`src/rtl/vram_arbiter.sv`:
```
// vram_arbiter: shares one single-port video RAM between a pixel-fetch
// port (VGA, highest priority) and a CPU port (lower priority, one
// transaction in flight at a time).
// Optional feature macro: VRAM_ARB_BLANK_ONLY_EN -- when defined, the CPU
// may only be granted while bright=0 (blanking interval).
module vram_arbiter #(
  parameter int ADDR_W     = 16,
  parameter int DATA_W     = 16,
  parameter int STARVE_LIM = 64
) (
  input  logic              clk,
  input  logic              reset,
  input  logic              bright,
  input  logic              vga_req,
  input  logic [ADDR_W-1:0] vga_addr,
  output logic              vga_valid,
  output logic [DATA_W-1:0] vga_rdata,
  input  logic              cpu_req,
  input  logic              cpu_we,
  input  logic [ADDR_W-1:0] cpu_addr,
  input  logic [DATA_W-1:0] cpu_wdata,
  output logic              cpu_ack,
  output logic [DATA_W-1:0] cpu_rdata,
  output logic              cpu_starve,
  output logic [ADDR_W-1:0] mem_addr,
  output logic              mem_we,
  output logic [DATA_W-1:0] mem_wdata,
  input  logic [DATA_W-1:0] mem_rdata
);

  typedef enum logic [1:0] {
    IDLE    = 2'd0,
    WR_DONE = 2'd1,
    RD_WAIT = 2'd2,
    RD_DONE = 2'd3
  } state_t;

  localparam logic [7:0] STARVE_LIM_C = STARVE_LIM[7:0];
  localparam logic [7:0] WAIT_MAX_C   = 8'd255;

  state_t              state_q, state_d;
  logic                vga_valid_q, vga_valid_d;
  logic                cpu_ack_q, cpu_ack_d;
  logic [DATA_W-1:0]   cpu_rdata_q, cpu_rdata_d;
  logic [7:0]          wait_cnt_q, wait_cnt_d;
  logic                cpu_starve_q, cpu_starve_d;
  logic                gate_open;
  logic                cpu_grant;

`ifdef VRAM_ARB_BLANK_ONLY_EN
  // CPU access window: only during blanking.
  always_comb begin
    gate_open = ~bright;
  end
`else
  logic unused_bright;
  assign unused_bright = bright;

  // CPU access window: always open, bright does not affect arbitration.
  always_comb begin
    gate_open = 1'b1;
  end
`endif

  // Fixed-priority grant: VGA always wins, CPU only from IDLE.
  always_comb begin
    if ((state_q == IDLE) && cpu_req && !vga_req && gate_open) begin
      cpu_grant = 1'b1;
    end else begin
      cpu_grant = 1'b0;
    end
  end

  // RAM port mux; write enable only for a granted CPU write outside reset.
  always_comb begin
    mem_addr  = cpu_addr;
    mem_wdata = cpu_wdata;
    mem_we    = 1'b0;
    if (vga_req) begin
      mem_addr = vga_addr;
      mem_we   = 1'b0;
    end else if (cpu_grant && !reset) begin
      mem_we = cpu_we;
    end else begin
      mem_we = 1'b0;
    end
  end

  // CPU transaction FSM next state and read-data capture.
  always_comb begin
    state_d     = state_q;
    cpu_rdata_d = cpu_rdata_q;
    case (state_q)
      IDLE: begin
        if (cpu_grant) begin
          state_d = cpu_we ? WR_DONE : RD_WAIT;
        end else begin
          state_d = IDLE;
        end
      end
      WR_DONE: begin
        state_d = IDLE;
      end
      RD_WAIT: begin
        // RAM returns the CPU read data in the cycle after the grant.
        cpu_rdata_d = mem_rdata;
        state_d     = RD_DONE;
      end
      RD_DONE: begin
        state_d = IDLE;
      end
      default: begin
        state_d = IDLE;
      end
    endcase
  end

  // Ack and VGA valid are registered views of the next-cycle state.
  always_comb begin
    cpu_ack_d   = (state_d == WR_DONE) || (state_d == RD_DONE);
    vga_valid_d = vga_req;
  end

  // Starvation counter: counts ungranted IDLE cycles with a pending request.
  always_comb begin
    if (!cpu_req || cpu_grant) begin
      wait_cnt_d = 8'd0;
    end else if (state_q == IDLE) begin
      if (wait_cnt_q == WAIT_MAX_C) begin
        wait_cnt_d = wait_cnt_q;
      end else begin
        wait_cnt_d = wait_cnt_q + 8'd1;
      end
    end else begin
      wait_cnt_d = wait_cnt_q;
    end
    // Compared on the next value so cpu_starve always tracks wait_cnt_q.
    cpu_starve_d = (wait_cnt_d >= STARVE_LIM_C);
  end

  // State register with synchronous reset; reset drops any transaction.
  always_ff @(posedge clk) begin
    if (reset) begin
      state_q      <= IDLE;
      vga_valid_q  <= 1'b0;
      cpu_ack_q    <= 1'b0;
      cpu_rdata_q  <= '0;
      wait_cnt_q   <= 8'd0;
      cpu_starve_q <= 1'b0;
    end else begin
      state_q      <= state_d;
      vga_valid_q  <= vga_valid_d;
      cpu_ack_q    <= cpu_ack_d;
      cpu_rdata_q  <= cpu_rdata_d;
      wait_cnt_q   <= wait_cnt_d;
      cpu_starve_q <= cpu_starve_d;
    end
  end

  assign vga_valid  = vga_valid_q;
  assign vga_rdata  = mem_rdata;
  assign cpu_ack    = cpu_ack_q;
  assign cpu_rdata  = cpu_rdata_q;
  assign cpu_starve = cpu_starve_q;

endmodule

```
`config.mk`:
```
export PLATFORM = sky130hd
export DESIGN_NAME = vram_arbiter
export DESIGN_NICKNAME = d
export VERILOG_FILES = /design/src/rtl/vram_arbiter.sv
export SDC_FILE = /design/constraint.sdc
export NUM_CORES = 1
export LEC_CHECK = 0
export ABC_AREA = 1
export ABC_CLOCK_PERIOD_IN_PS = 1510
export CORE_ASPECT_RATIO = 2
export CORE_MARGIN = 10
export CORE_UTILIZATION = 32
export DETAILED_ROUTE_END_ITERATION = 16
export PLACE_DENSITY = 0.81
export SYNTH_ARGS = -nofsm -noshare
export SYNTH_HDL_FRONTEND = slang
export SYNTH_SLANG_ARGS = --single-unit
```
`constraint.sdc`:
```
create_clock -name clk -period 1.51 [get_ports clk]
set_clock_uncertainty 0.15 [all_clocks]
set_input_delay 0.151 -clock clk [delete_from_list [all_inputs] [get_ports clk]]
set_output_delay 0.151 -clock clk [all_outputs]
set_load 0.01 [all_outputs]
```
After elaboration in Yosys (flattened, before gate mapping)
Cells that the tools add are included.

Latch bits: 0. Memory bits (read-only): 0. RAM bits: 0. Register bits: 29. Memories kept: 0.

Shifts and indexed selects: 0. Multiplexer cells: 10. Eq/ne operators: 6. Bitwise gates (word level): 0. Multipliers: 0. Divide/modulo/power cells: 0. Order comparisons: 1. Reduce and logical (&&, ||, !) cells: 10. $add $sub $neg: 1.

Operator list (number): 8-bit two-way mux (3); 16-bit two-way mux (1); 8-bit by 1-bit adder with 8-bit output (second input constant) (1); 8-bit == test (second input constant) (1); 8-bit by 7-bit >= comparator with 1-bit output (second input constant) (1); 2-bit == test (second input constant) (3); 2-bit case mux with 3 select lines (1); 2-bit by 1-bit == test with 1-bit output (second input constant) (2); 2-bit two-way mux (2); 1-bit logical AND (3); 1-bit zero test (3); 1-bit two-way mux (3); 2-bit zero test (1); 1-bit logical OR (2); 2-bit OR reduction (1).

Longest topological paths before layout
Word-level depth: 8. Gate-level depth with buffers: 8.

Least setup slack after synthesis
No wires, ideal clock.

Kind: register to register. From: register wait_cnt_q[0]. To: register wait_cnt_q[4]. Data arrival time: 1.021 ns. Cell stages (with the launch flop): 9. Path buffers: 0. Period minus slack after synthesis: 1.285 ns. Path slack: 0.225 ns. Data required time: 1.245 ns. Cell sequence: dfxtp_1 > ha_1 > nand2_1 > nor2_1 > nand2_2 > nand3b_1 > nand2_1 > inv_1 > nor2_1.

Longest elaborated chain between the ends: 4.

RTL lines: start, declared (RTL line 45) `logic [7:0] wait_cnt_q, wait_cnt_d;`; start signal, assigned (RTL line 155) `wait_cnt_q <= wait_cnt_d;`; 8-bit by 1-bit adder with 8-bit output / 8-bit == test (equally long branches) (RTL line 132, 129); 8-bit two-way mux (*) (RTL line 129) `if (wait_cnt_q == WAIT_MAX_C) begin`; 8-bit two-way mux (*) (RTL line 128) `end else if (state_q == IDLE) begin`; 8-bit two-way mux (*) (RTL line 126) `if (!cpu_req || cpu_grant) begin`.

Every way passes the cells marked *; elsewhere a longest branch is shown, timed or not. A chain may end at the register's enable or synchronous reset.

Final worst setup path
From: input port mem_rdata[14]. To: output port vga_rdata[14].

RTL lines: start, declared (RTL line 28) `input logic [DATA_W-1:0] mem_rdata`; end, declared (RTL line 17) `output logic [DATA_W-1:0] vga_rdata,`.

No word-level cell between the ends.

==> metrics.md <==
| Metric | Value |
|---|---|
| Non-filler instance count after layout | around 390 |
| Hold path cells | 0 |
| Clock Path Buffers | 2 |
| Area share of the largest cell type after synthesis | 0.3575 |
| Critical Path Source Type | primary input |
| Worst skew pair latency | 0.27 ns |
| Most frequent CP cell | clkdlybuf4s50_1 |
| Cts-stage hold buffer count | 0 |
| Max VDD drop | 714.1 uV |
| Max_slew headroom | 0.7895 |
| Fin crit share | 0.9878 |
| Compound-Gate Fraction of Synth Area | 0.08012 |
| Mapped Nets | about 310 |
| Detailed Place HPWL | 4896 um |
| Total wire length | 5782 um |
| CTS Root Cell | clkbuf_8 |
| Row count | 36 |
| R2R depth | 7 |
| TritonCTS Buffers | 5 |
| Antenna Cells | 0 |
| Clock sinks | 29 |
| Remaining Overflow, GRT | 0 |
| Min Tclk post-route | 1.492 ns |
| Initial cell density of the core | 0.3308 |
| Post-Syn Area | ~0.0016 mm^2 |
| Leak | 1.252 nW |
| Synth cell types | 22 |
| Vias in the first global route | 1948 |
| PwrDens | 801.4 mW/mm^2 |
| Layout cell share with drive strength beyond 1 | 0.1303 |
| Post-synth EDFFs | 0 |
| Asr flop ratio synth | 0 |
| Crit path kind | primary input to primary output |
| IO buf count | ~100 |
| Pin count of the biggest net entering global routing | 19 |
| Placed cell areas | 0.002560 mm^2 |
| Post-synth top area cell | dfxtp_1 |
| Register area share after synthesis | 0.3575 |
| Fin area | ~0.0027 mm^2 |
| H-tree depth | 2 |
| Die area | 0.008498 mm^2 |
| Final hold vios | 0 |
| Crit path DAT | 1.19 ns |
| CP max-delay cell | clkdlybuf4s50_1 |
| DRC violations left | 0 |
| Final slew viol count | 0 |
| Post-synthesis mux area share | 0 |
| Worst R2R Start | wait_cnt_q[0] |
| Initial antenna violation count | 0 |
| Critical path launch point | mem_rdata[14] |
| Core area | 0.004910 mm^2 |
| Fin nets | 400 |
| Max_cap viols | 0 |
| Hold Path Class | primary input to primary output |
| Final setup viols | 0 |
| CP Buf/Inv Count | 2 |
| Combinational family with the most area after synthesis | simple AND/OR/NAND/NOR gates |
| Cells after synthesis | 241 |
| Worst-path fanout max | 2 |
| Post-synth top flop | dfxtp_1 |
| Avg WL per Cell | 14.94 um |
| GRT Total Usage | 0.1313 |
| Die Y-Extent | 120.8 um |
| Synth Area in Adders | 0.007704 |
| First-pass GRT wire length | 9294 um |
| Drt pass-1 iters | 4 |
| RR Endpoint | cpu_starve |
| Top cells by area, synth | dfxtp_1, nand2_1, buf_4 |
| Yosys Warn Count | 0 |
| Post-Synth Simple-Gate Area | 0.3413 |
| Crit path cell chain | clkdlybuf4s50_1 > clkdlybuf4s50_1 |
| Syn-to-layout area delta | 65.25% |
| Worst path max stage delay | 0.55 ns |
| Worst-Margin Slew | 0.3153 ns |
| Cell Count Post-Placement | 377 |
| CTS tree | done |
| R2R setup slack | 0.12 ns |
| Routed vias/inst | 4.607 |
| Synth Area in XOR/XNOR | 0.005393 |
| Placer Congestion | about 0.91 |
| Fill count | 445 |
| Antenna Nets Post-Route | 0 |
| DR vias | between 1500 and 2000 |
| Outcome | finished, final reports clean |
| Avg Cell Area, Syn | 6.739 um^2 |
| I/O pin count | 138 |
| CP top delay family | buffers and inverters |
| Initial DRC Count | 29 |
| Die width | 70.38 um |
| Hold endpoint | mem_wdata[7] |
| CP endpoint kind | primary output |
| Maximum operating frequency | 0.6704 GHz |
| Worst Path Required | 1.21 ns |
| Setup TNS | 0 ns |
| RSZ-0062 raised after global routing | false |
| Hold_sp | cpu_wdata[7] |
| Synthesis-stage register bit count | 29 |
[registers in the layout, indices dropped and copies added (netlist names)]
name and flops:
cpu_ack 1, cpu_rdata 16, cpu_starve 1, state_q 2, vga_valid 1, wait_cnt_q 8
[placed cells by master (no fill, tap or decap), types with 3 or more instances in the layout]
| cell | Yosys | layout |
|---|---|---|
| clkdlybuf4s50_1 | 0 | 81 |
| nand2_1 | 68 | 68 |
| nor2_1 | 44 | 43 |
| dfxtp_1 | 29 | 27 |
| dlygate4sd2_1 | 0 | 18 |
| o21ai_0 | 17 | 17 |
| buf_4 | 32 | 14 |
| inv_1 | 12 | 11 |
| inv_2 | 5 | 6 |
| nand3_1 | 6 | 6 |
| clkbuf_8 | 0 | 6 |
| nor2_4 | 4 | 5 |
| a21oi_1 | 5 | 5 |
| nand2_2 | 3 | 4 |
| dlymetal6s2s_1 | 0 | 3 |
[cell usage after synthesis, types with 3 or more instances]
master,number
nand2_1,68
nor2_1,44
buf_4,32
dfxtp_1,29
o21ai_0,17
inv_1,12
nand3_1,6
a21oi_1,5
inv_2,5
nor2_4,4
buf_2,3
nand2_2,3
[what timing repair did]
item / 4_1_cts / 5_1_grt
cloned: 0 / 1
pin swaps: 1 / 2
setup endpoints to repair: 36 / 12
resized for setup: 25 / 10
buffers inserted: 1 / 0
[routing by layer]
| layer | up-vias | wire length [um] | track usage | part of all wire |
|---|---|---|---|---|
| li1 | 894 | - | - | - |
| met1 | 770 | 1900 | 0.1120 | 0.33 |
| met2 | 89 | 3172 | 0.2545 | 0.55 |
| met3 | 30 | 508 | 0.04423 | 0.088 |
| met4 | 0 | 201 | 0.06948 | 0.035 |
| met5 | - | 0 | 0 | 0 |
[worst register-to-register path: cells and delay by family, from the launching register on]
family | cells | cell delay [ns]
fa+ha+maj | 1 | 0.19
flops | 1 | 0.36
compound gates | 1 | 0.17
buf+inv | 1 | 0.10
simple gates | 4 | 0.35
[through the flow]
step	util	power [W]	hold slack, ns	setup slack [ns]
2_1_floorplan	-	0.001085	0.07007	0.2248
6_report	0.5466	0.002151	0.1520	0.01846
5_1_grt	0.5466	0.002247	0.1520	0.0003352
4_1_cts	0.5413	0.002176	0.1521	0.01319
3_3_place_gp	0.5214	0.001381	0.1521	-0.4025
3_5_place_dp	0.5214	0.001387	0.1521	-0.4560
[cells by family after synthesis]
kind of cell / Yosys count
AO/OA/AOI/OAI: 25
XOR/XNOR: 1
adder cells (fa/ha/maj): 1
buffers and inverters: 55
flip-flops: 29
AND/OR/NAND/NOR: 130
[power by group]
part,total [W],internal (W),switching [W]
Combinational,0.000516,0.000299,0.000217
Clock,0.000813,0.000537,0.000276
Sequential,0.000822,0.000802,0.0000199
Total,0.00215,0.00164,0.000513
[final cells by class]
cell class	instances	area, um^2	area share
Clock buffer	7	86.33	0.03217
Clock inverter	1	30.03	0.01119
Inverter	17	63.81	0.02378
Multi-Input combinational cell	158	721.9	0.2690
Sequential cell	29	583.1	0.2172
Tap cell	57	71.32	0.02657
Timing Repair Buffer	118	1127	0.4200
[worst max-delay path by stage]
stage          cells past startpoint  slack, ns             to
2_1_floorplan                      8       0.22  wait_cnt_q[4]
3_3_place_gp                       5      -0.40    mem_addr[5]
3_5_place_dp                       7      -0.46         mem_we
4_1_cts                            2       0.01   vga_rdata[4]
5_1_grt                            2     0.0003  vga_rdata[11]
6_report                           2       0.02  vga_rdata[14]
Power figures use the tool's default switching activity.
